`config.mk`:
```
export PLATFORM = sky130hd
export DESIGN_NAME = ldpc_cn_minsum_simd
export DESIGN_NICKNAME = d
export VERILOG_FILES = /design/src/rtl/ldpc_cn_minsum_simd.sv
export SDC_FILE = /design/constraint.sdc
export NUM_CORES = 1
export LEC_CHECK = 0
export ABC_AREA = 1
export BUFFER_PORTS_ARGS = -buffer_cell sky130_fd_sc_hd__buf_2
export CORE_AREA = 2 2 214 216
export CTS_CLUSTER_DIAMETER = 50
export DETAILED_ROUTE_END_ITERATION = 6
export DIE_AREA = 0 0 216 218
export PLACE_DENSITY_LB_ADDON = 0.15
export REMOVE_ABC_BUFFERS = 1
export SYNTH_ARGS = -nofsm -noshare
export SYNTH_HDL_FRONTEND = slang
export SYNTH_SLANG_ARGS = --single-unit
export TNS_END_PERCENT = 1
```
`constraint.sdc`:
```
create_clock -name clk_i -period 4.5 [get_ports clk_i]
set_input_delay 0.45 -clock clk_i [delete_from_list [all_inputs] [get_ports clk_i]]
set_output_delay 0.45 -clock clk_i [all_outputs]
set_load 0.05 [all_outputs]
```
`src/rtl/ldpc_cn_minsum_simd.sv`:
```
// ldpc_cn_minsum_simd: SIMD min-sum LDPC check-node unit; accumulates deg packed beats, then streams deg extrinsic messages.
module ldpc_cn_minsum_simd #(
    parameter int XLEN    = 64,
    parameter int Q       = 8,
    parameter int SIMD    = XLEN / Q,
    parameter int MAX_DEG = 16,
    parameter int SAT_MAX = 63,
    localparam int DW     = $clog2(MAX_DEG + 1)
) (
    input  logic            clk_i,
    input  logic            rst_ni,
    input  logic            flush_i,
    input  logic            start_i,
    input  logic [DW-1:0]   deg_i,
    input  logic            in_valid_i,
    output logic            in_ready_o,
    input  logic [XLEN-1:0] in_data_i,
    output logic            out_valid_o,
    input  logic            out_ready_i,
    output logic [XLEN-1:0] out_data_o,
    output logic            busy_o,
    output logic            done_o,
    output logic            err_o
);
    typedef enum logic [1:0] {IDLE, ACC, EMIT} state_t;

    state_t          state_q;
    logic [DW-1:0]   deg_q, cnt_q, j_n;
    logic [Q-1:0]    min1_q [SIMD];
    logic [Q-1:0]    min2_q [SIMD];
    logic [DW-1:0]   idx_q  [SIMD];
    logic [SIMD-1:0] sgn_q;
    logic [XLEN-1:0] buf_q  [MAX_DEG];
    logic [XLEN-1:0] out_q, out_d;
    logic            done_q, err_q;
    logic [Q-1:0]    min1_d [SIMD];
    logic [Q-1:0]    min2_d [SIMD];
    logic [DW-1:0]   idx_d  [SIMD];
    logic [SIMD-1:0] sgn_d;
    logic [Q-1:0]    m      [SIMD];
    logic [Q-1:0]    mag    [SIMD];
    logic            acc_hs, last;

    // |v| at Q+1 bits so the most negative code saturates instead of wrapping
    function automatic logic [Q-1:0] mag_f(input logic [Q-1:0] v);
        logic [Q:0] a;
        a = v[Q-1] ? -{v[Q-1], v} : {v[Q-1], v};
        return (a > (Q+1)'(SAT_MAX)) ? Q'(SAT_MAX) : a[Q-1:0];
    endfunction

    assign acc_hs      = state_q == ACC && in_valid_i;
    assign last        = cnt_q == deg_q - 1'b1;
    assign j_n         = (acc_hs || last) ? '0 : cnt_q + 1'b1;
    assign in_ready_o  = state_q == ACC;
    assign out_valid_o = state_q == EMIT;
    assign busy_o      = state_q != IDLE;
    assign out_data_o  = out_q;
    assign done_o      = done_q;
    assign err_o       = err_q;

    // out_d is the message for the beat that will be presented next, built from next-state minima
    always_comb begin
        for (int l = 0; l < SIMD; l++) begin
            m[l]      = mag_f(in_data_i[l*Q +: Q]);
            min1_d[l] = (acc_hs && m[l] < min1_q[l]) ? m[l] : min1_q[l];
            min2_d[l] = !acc_hs ? min2_q[l] : m[l] < min1_q[l] ? min1_q[l] : m[l] < min2_q[l] ? m[l] : min2_q[l];
            idx_d[l]  = (acc_hs && m[l] < min1_q[l]) ? cnt_q : idx_q[l];
            sgn_d[l]  = sgn_q[l] ^ (acc_hs & in_data_i[l*Q+Q-1]);
            mag[l]    = (j_n == idx_d[l]) ? min2_d[l] : min1_d[l];
            out_d[l*Q +: Q] = (sgn_d[l] ^ buf_q[j_n][l*Q+Q-1]) ? -mag[l] : mag[l];
        end
    end

    always_ff @(posedge clk_i or negedge rst_ni) begin
        if (!rst_ni) begin
            state_q <= IDLE;
            deg_q   <= '0;
            cnt_q   <= '0;
            sgn_q   <= '0;
            out_q   <= '0;
            done_q  <= 1'b0;
            err_q   <= 1'b0;
            for (int l = 0; l < SIMD; l++) begin
                min1_q[l] <= '0;
                min2_q[l] <= '0;
                idx_q[l]  <= '0;
            end
            for (int k = 0; k < MAX_DEG; k++) buf_q[k] <= '0;
        end else if (flush_i) begin
            state_q <= IDLE;
            cnt_q   <= '0;
            out_q   <= '0;
            done_q  <= 1'b0;
            err_q   <= 1'b0;
        end else begin
            done_q <= 1'b0;
            err_q  <= 1'b0;
            case (state_q)
                IDLE: if (start_i) begin
                    if (deg_i >= DW'(2) && deg_i <= DW'(MAX_DEG)) begin
                        state_q <= ACC;
                        deg_q   <= deg_i;
                        cnt_q   <= '0;
                        sgn_q   <= '0;
                        for (int l = 0; l < SIMD; l++) begin
                            min1_q[l] <= Q'(SAT_MAX);
                            min2_q[l] <= Q'(SAT_MAX);
                            idx_q[l]  <= '0;
                        end
                    end else err_q <= 1'b1;
                end
                ACC: if (in_valid_i) begin
                    buf_q[cnt_q] <= in_data_i;
                    sgn_q        <= sgn_d;
                    min1_q       <= min1_d;
                    min2_q       <= min2_d;
                    idx_q        <= idx_d;
                    cnt_q        <= last ? '0 : cnt_q + 1'b1;
                    if (last) begin
                        state_q <= EMIT;
                        out_q   <= out_d;
                    end
                end
                EMIT: if (out_ready_i) begin
                    cnt_q   <= last ? '0 : cnt_q + 1'b1;
                    out_q   <= last ? '0 : out_d;
                    done_q  <= last;
                    state_q <= last ? IDLE : EMIT;
                end
                default: state_q <= IDLE;
            endcase
        end
    end
endmodule

```
==> results.tsv, run 1 <==
metric	value	unit
crit_fanout	19	
grt_antenna_before_repair	0	
cp_cell_sequence	inv_1, ha_1, xnor2_1, nand2_1, nand2_1, a211oi_2, o211ai_4, nand2_8, nor2_4, inv_2, nand3_1, nand2_1, nor2_4, nand3_2, o21ai_2, ha_1, nand2_1, nor2_1, nand2_1, nand2_1, nand2_1, nand3_1, nand2_1	
dp.cells	4459	
cap_violations	0	
final.setup_skew	0.0124	ns
dp_hpwl	49100	µm
finalHoldViolations	0	
syn_inst	3767	
fin_cells	4555	
r2r-start	deg_q[0]$_DFFE_PN0P_	
grt_use_total	0.313	
die_h	218	µm
post_cts_buffers	0	
clk-insertion-delay-late	0.60	ns
cts_tree	yes	
synth_edf_count	0	
synth_cell_type_count	58	
design_area	0.0297	mm²
drt_iter0_drc	2281	
hold_depth	3	
max_freq	240	MHz
critical_path_class	reg2reg	
crit_top_cell	nand2_1	
ctsRootBufferMaster	clkbuf_16	
clock_sinks	382	
cp.buffers_inverters	2	
dp_slack	-0.0664	ns
grt_pass1_wl	121000	µm
clk_pin_slew	0.06	ns
start_kind	register	
start_util	0.591	
yosysWarnings	0	
syn-cell-area	0.0266	mm²
p_leak	15.3	nW
grt_pass1_vias	23600	
crit_arrival	4.66	ns
synth-seq-area-share	0.360	
period_needed	4.17	ns
cp.required	4.98	ns
path_delay_family	simple AND/OR/NAND/NOR gates	
worstHoldEndpoint	done_o$_DFF_PN0_	
detail_route.vias_per_cell	5.61	
slew_headroom	0.334	
hold_class	in2reg	
grt_max_degree	143	
diodes	0	
synth_ff_type	dfrtp_1	
post_synth.cell_area_avg	7.05	µm²
critPathCaptureType	register	
cts-buffers-inserted	50	
clock_path_buffers	3	
finalCritPeriodShare	0.927	
drive_above_1_share	0.111	
mostFrequentLayoutCells	nand2_1 (1,130), inv_1 (495), dfrtp_1 (382)	
rsz0062_at_grt	yes	
tightest_slew	0.997	ns
finalSetupViolations	0	
wl_per_cell	16.1	µm
htreeDepth	2	
nNetsFinal	4127	
ir_drop	0.465	mV
drt_wl_total	73500	µm
rrSetupSlack	0.33	ns
vias	25600	
dr.pass1.iters	7	
async_flop_share	1.00	
core_area	0.0449	mm²
hold_start	out_ready_i	
place_area	0.0280	mm²
slowest_delay	0.51	ns
rr_worst_depth	23	
setup_slack	0.328	ns
nFillCells	4016	
ioPinCount	144	
area_delta_synth_final	11.9	%
worst_r2r_endpoint	out_data_o[6]$_DFFE_PN0P_	
finish.utilization	0.662	
die_w	216	µm
layout.cells.most_common	nand2_1	
outcome	finished clean	
drt.antenna.violating_nets	0	
place_congestion	0.914	
drc	0	
p_per_area	729	mW/mm²
io_buffers	143	
rows	78	
overflow	0	
ys_ff_latch	382	
slowest_stage	nor2_4	
report.final.slew_viol_count	0	
die-area	0.0471	mm²
-- stage by stage --
step                setup TNS [ns]  hold WS [ns]  total power, W
global route               -0.0168         0.126          0.0234
finish                           0         0.127          0.0217
floorplan                  -466.52         0.154          0.0140
detailed placement         -0.0847         0.460          0.0173
CTS                              0         0.108          0.0215
global placement                 0         0.458          0.0172
-- Yosys cell counts (all sizes together), types with 23 or more instances --
cell type	number	area, µm²
nand4	114	713
inv	521	1970
nor3	23	120
a21oi	116	581
clkbuf	94	353
buf	62	439
nor2	159	769
xor2	37	377
o21ai	367	1860
nand3	339	1850
nand2	1173	4570
dfrtp	382	9560
ha	138	1730
o22ai	126	788
-- worst max path at each step --
| stage | start | slack [ns] | cells after the start | to |
|---|---|---|---|---|
| global placement | in_data_i[16] | 0.12 | 30 | out_data_o[22]$_DFFE_PN0P_ |
| floorplan | state_q[1]$_DFFE_PN0P_ | -2.78 | 11 | min1_q[0]$_DFFE_PN0P_ |
| global route | deg_q[0]$_DFFE_PN0P_ | -0.02 | 23 | out_data_o[6]$_DFFE_PN0P_ |
| finish | deg_q[0]$_DFFE_PN0P_ | 0.33 | 23 | out_data_o[6]$_DFFE_PN0P_ |
| detailed placement | in_data_i[16] | -0.07 | 30 | out_data_o[22]$_DFFE_PN0P_ |
| CTS | deg_q[0]$_DFFE_PN0P_ | 0.1 | 23 | out_data_o[6]$_DFFE_PN0P_ |
-- final cells by class --
class | instances | area [µm²] | area share
Clock buffer | 67 | 1400 | 0.0470
Clock inverter | 26 | 304 | 0.0102
Inverter | 525 | 1990 | 0.0670
Multi-Input combinational cell | 2737 | 14400 | 0.484
Sequential cell | 382 | 9560 | 0.322
Tap cell | 600 | 751 | 0.0253
Timing Repair Buffer | 218 | 1340 | 0.0451
-- timing repair --
action | CTS | global route
resized for setup | 0 | 1
endpoints found under the setup margin | 0 | 25
hold endpoints to repair | 88 | 0
hold buffers | 1 | 0
-- sequential cells by signal, summed over array words and instances (netlist names) --
signal / cells
sgn_q: 8
state_q: 2
cnt_q: 5
err_o: 1
min1_q: 64
min2_q: 64
idx_q: 40
deg_q: 5
done_o: 1
out_data_o: 64
buf_q: 128
-- logic make-up (layout without fill, tap and decap cells) --
family | after synthesis | count (layout) | share of synthesized area
AO/OA/AOI/OAI | 681 | 681 | 0.143
XOR/XNOR | 51 | 51 | 0.0188
adder cells (fa/ha/maj) | 138 | 138 | 0.0650
buffers and inverters | 681 | 836 | 0.105
flip-flops | 382 | 382 | 0.360
multiplexers | 1 | 1 | 0.000424
other | 1 | 32 | 0.000141
AND/OR/NAND/NOR | 1832 | 1834 | 0.308
-- worst reg2reg max path, cell delays in order, from the launching register on --
cell and delay, ns:
dfrtp_1 0.39, inv_1 0.08, ha_1 0.22, xnor2_1 0.21, nand2_1 0.08, nand2_1 0.08
a211oi_2 0.05, o211ai_4 0.21, nand2_8 0.18, nor2_4 0.52, inv_2 0.41, nand3_1 0.20
nand2_1 0.10, nor2_4 0.16, nand3_2 0.22, o21ai_2 0.23, ha_1 0.21, nand2_1 0.06
nor2_1 0.16, nand2_1 0.10, nand2_1 0.06, nand2_1 0.05, nand3_1 0.06, nand2_1 0.05
-- power by group --
part / internal, W / switching, W
registers: 0.00439 / 0.000530
logic: 0.00375 / 0.00889
clock network: 0.00245 / 0.00165
-- per-layer routing --
metal / vias to the layer above / global-route usage / routed length [µm]
met2: 848 / 0.507 / 33200
met4: 0 / 0.0929 / 1810
met5: - / 0 / 0
met1: 11900 / 0.439 / 33200
li1: 12700 / - / -
met3: 139 / 0.0448 / 5280
Power figures use the tool's default switching activity.
==> run 2: changes to the inputs <==
--- a/config.mk
+++ b/config.mk
@@ -8,6 +8,7 @@
 export ABC_AREA = 1
 export BUFFER_PORTS_ARGS = -buffer_cell sky130_fd_sc_hd__buf_2
 export CORE_AREA = 2 2 214 216
+export CTS_BUF_LIST = sky130_fd_sc_hd__clkbuf_4 sky130_fd_sc_hd__clkbuf_8
 export CTS_CLUSTER_DIAMETER = 50
 export DETAILED_ROUTE_END_ITERATION = 6
 export DIE_AREA = 0 0 216 218
==> run 2 against run 1 <==
Wire length increased by 0.37%. Cell area down 0.41%. Sequential share of layout area is 0.13 points higher. Sequential power hardly changed. Sequential cell count unchanged.
==> results.tsv, run 2 (synthesis gave the netlist of run 1 again) <==
metric	value	unit
outcome	finished clean	
clk-insertion-delay-late	0.66	ns
drt.antenna.violating_nets	0	
start_util	0.591	
crit_start	in_data_i[16]	
nNetsFinal	4152	
cts-buffers-inserted	71	
cp.depth	30	
die-area	0.0471	mm²
area_delta_synth_final	11.4	%
ctsRootBufferMaster	clkbuf_8	
setup_slack	0.537	ns
max_freq	252	MHz
p_per_area	720	mW/mm²
r2r-start	deg_q[0]$_DFFE_PN0P_	
final.setup_skew	0.0294	ns
clock_sinks	382	
layout.cells.most_common	nand2_1	
crit_arrival	4.51	ns
grt_antenna_before_repair	1	
crit_fanout	13	
mostFrequentLayoutCells	nand2_1 (1,130), inv_1 (495), dfrtp_1 (382)	
rsz0062_at_grt	no	
finalSetupViolations	0	
grt_use_total	0.314	
finish.utilization	0.659	
drt_wl_total	73700	µm
critical_path_class	in2reg	
rrSetupSlack	0.59	ns
drive_above_1_share	0.121	
die_h	218	µm
critPathCaptureType	register	
cp.required	5.04	ns
worst_r2r_endpoint	out_data_o[62]$_DFFE_PN0P_	
fin_total_pwr	0.0213	W
rr_worst_depth	23	
critPathCapture	out_data_o[22]$_DFFE_PN0P_	
wl_per_cell	16.1	µm
clk_pin_slew	0.06	ns
core_area	0.0449	mm²
hold_class	in2reg	
path_delay_family	simple AND/OR/NAND/NOR gates	
design_area	0.0296	mm²
setup_tns	0	ns
crit_top_cell	nand2_1	
clock_path_buffers	3	
dr.pass1.iters	6	
dp_hpwl	49100	µm
slew_headroom	0.328	
cap_violations	0	
ioPinCount	144	
max_flop_register	buf_q	
start_kind	input pin	
grt_pass1_vias	23800	
grt_max_degree	143	
cp.buffers_inverters	3	
largest_reg_flops	128	
overflow	0	
slowest_stage	a211oi_1	
period_needed	3.96	ns
p_leak	15.3	nW
hold_start	out_ready_i	
tightest_slew	1.01	ns
finalCritPeriodShare	0.881	
slowest_delay	0.38	ns
place_area	0.0280	mm²
rows	78	
die_w	216	µm
detail_route.vias_per_cell	5.59	
report.final.slew_viol_count	0	
ir_drop	0.459	mV
grt_pass1_wl	121000	µm
drt_iter0_drc	2273	
drc	0	
vias	25700	
io_buffers	143	
cts_tree	yes	
finalHoldViolations	0	
nFillCells	4046	
place_congestion	0.914	
htreeDepth	3	
dp_slack	-0.0664	ns
[run 2: changes by cell type in the layout (fill, tap and decap cells not counted), sizes merged]
cell	change
bufinv	-1
inv	-7
clkbuf	+40
buf	+4
clkinv	-1
diode	+1
[run 2: metal layers]
layer  wire, µm  up-vias  GRT usage
met5          0        -          0
met4       1650        0      0.103
met3       5560      130     0.0459
met2      33200      846      0.503
met1      33300    11900      0.441
li1           -    12800          -
[run 2: how the worst min path moves through the flow]
stage / to / slack (ns) / depth (start not counted)
after detailed placement: out_data_o[38]$_DFFE_PN0P_ / 0.46 / 2
final: done_o$_DFF_PN0_ / 0.08 / 3
after global placement: out_data_o[11]$_DFFE_PN0P_ / 0.46 / 2
after CTS: done_o$_DFF_PN0_ / 0.05 / 3
after floorplan: buf_q[1007]$_DFFE_PN0P_ / 0.15 / 0
after global routing: done_o$_DFF_PN0_ / 0.07 / 3
[run 2: layout make-up]
class	instances	area (µm²)	share of cell area
Multi-Input combinational cell	2737	14400	0.485
Timing Repair Buffer	222	1370	0.0463
Clock buffer	107	1360	0.0460
Clock inverter	17	190	0.00643
Inverter	525	1990	0.0672
Tap cell	600	751	0.0254
Antenna cell	1	2.50	0.0000846
Sequential cell	382	9560	0.323
[run 2: per-stage QoR]
stage	hold slack, ns	std cells
after global placement	0.458	4459
after floorplan	0.154	3642
after CTS	0.0489	4584
after global routing	0.0724	4591
final	0.0801	4591
after detailed placement	0.460	4459
[run 2: where the power goes]
part	internal, W	switching (W)
registers	0.00439	0.000527
logic	0.00378	0.00892
clock network	0.00211	0.00158
total	0.0103	0.0110
[run 2: repair_timing]
item	in CTS	in global routing
hold buffers	1	0
setup buffers	0	4
gates resized for setup	0	0
hold endpoints to repair	88	0
endpoints found under the setup margin	0	29
[run 2: worst reg2reg max path: stages, from the launching register on]
cell	delay (ns)
dfrtp_1	0.39
inv_1	0.08
ha_1	0.22
xnor2_1	0.22
o22ai_1	0.11
a211oi_2	0.27
o211ai_4	0.21
nand2_8	0.18
inv_8	0.07
nand2_8	0.20
inv_4	0.24
nand2_1	0.14
nand2_1	0.06
nor2_2	0.29
nand3_2	0.25
nand2_1	0.14
nand2_1	0.09
ha_1	0.20
inv_1	0.08
nor2_1	0.06
nand3_1	0.09
nand3_1	0.07
nand3_1	0.11
nand2_1	0.05
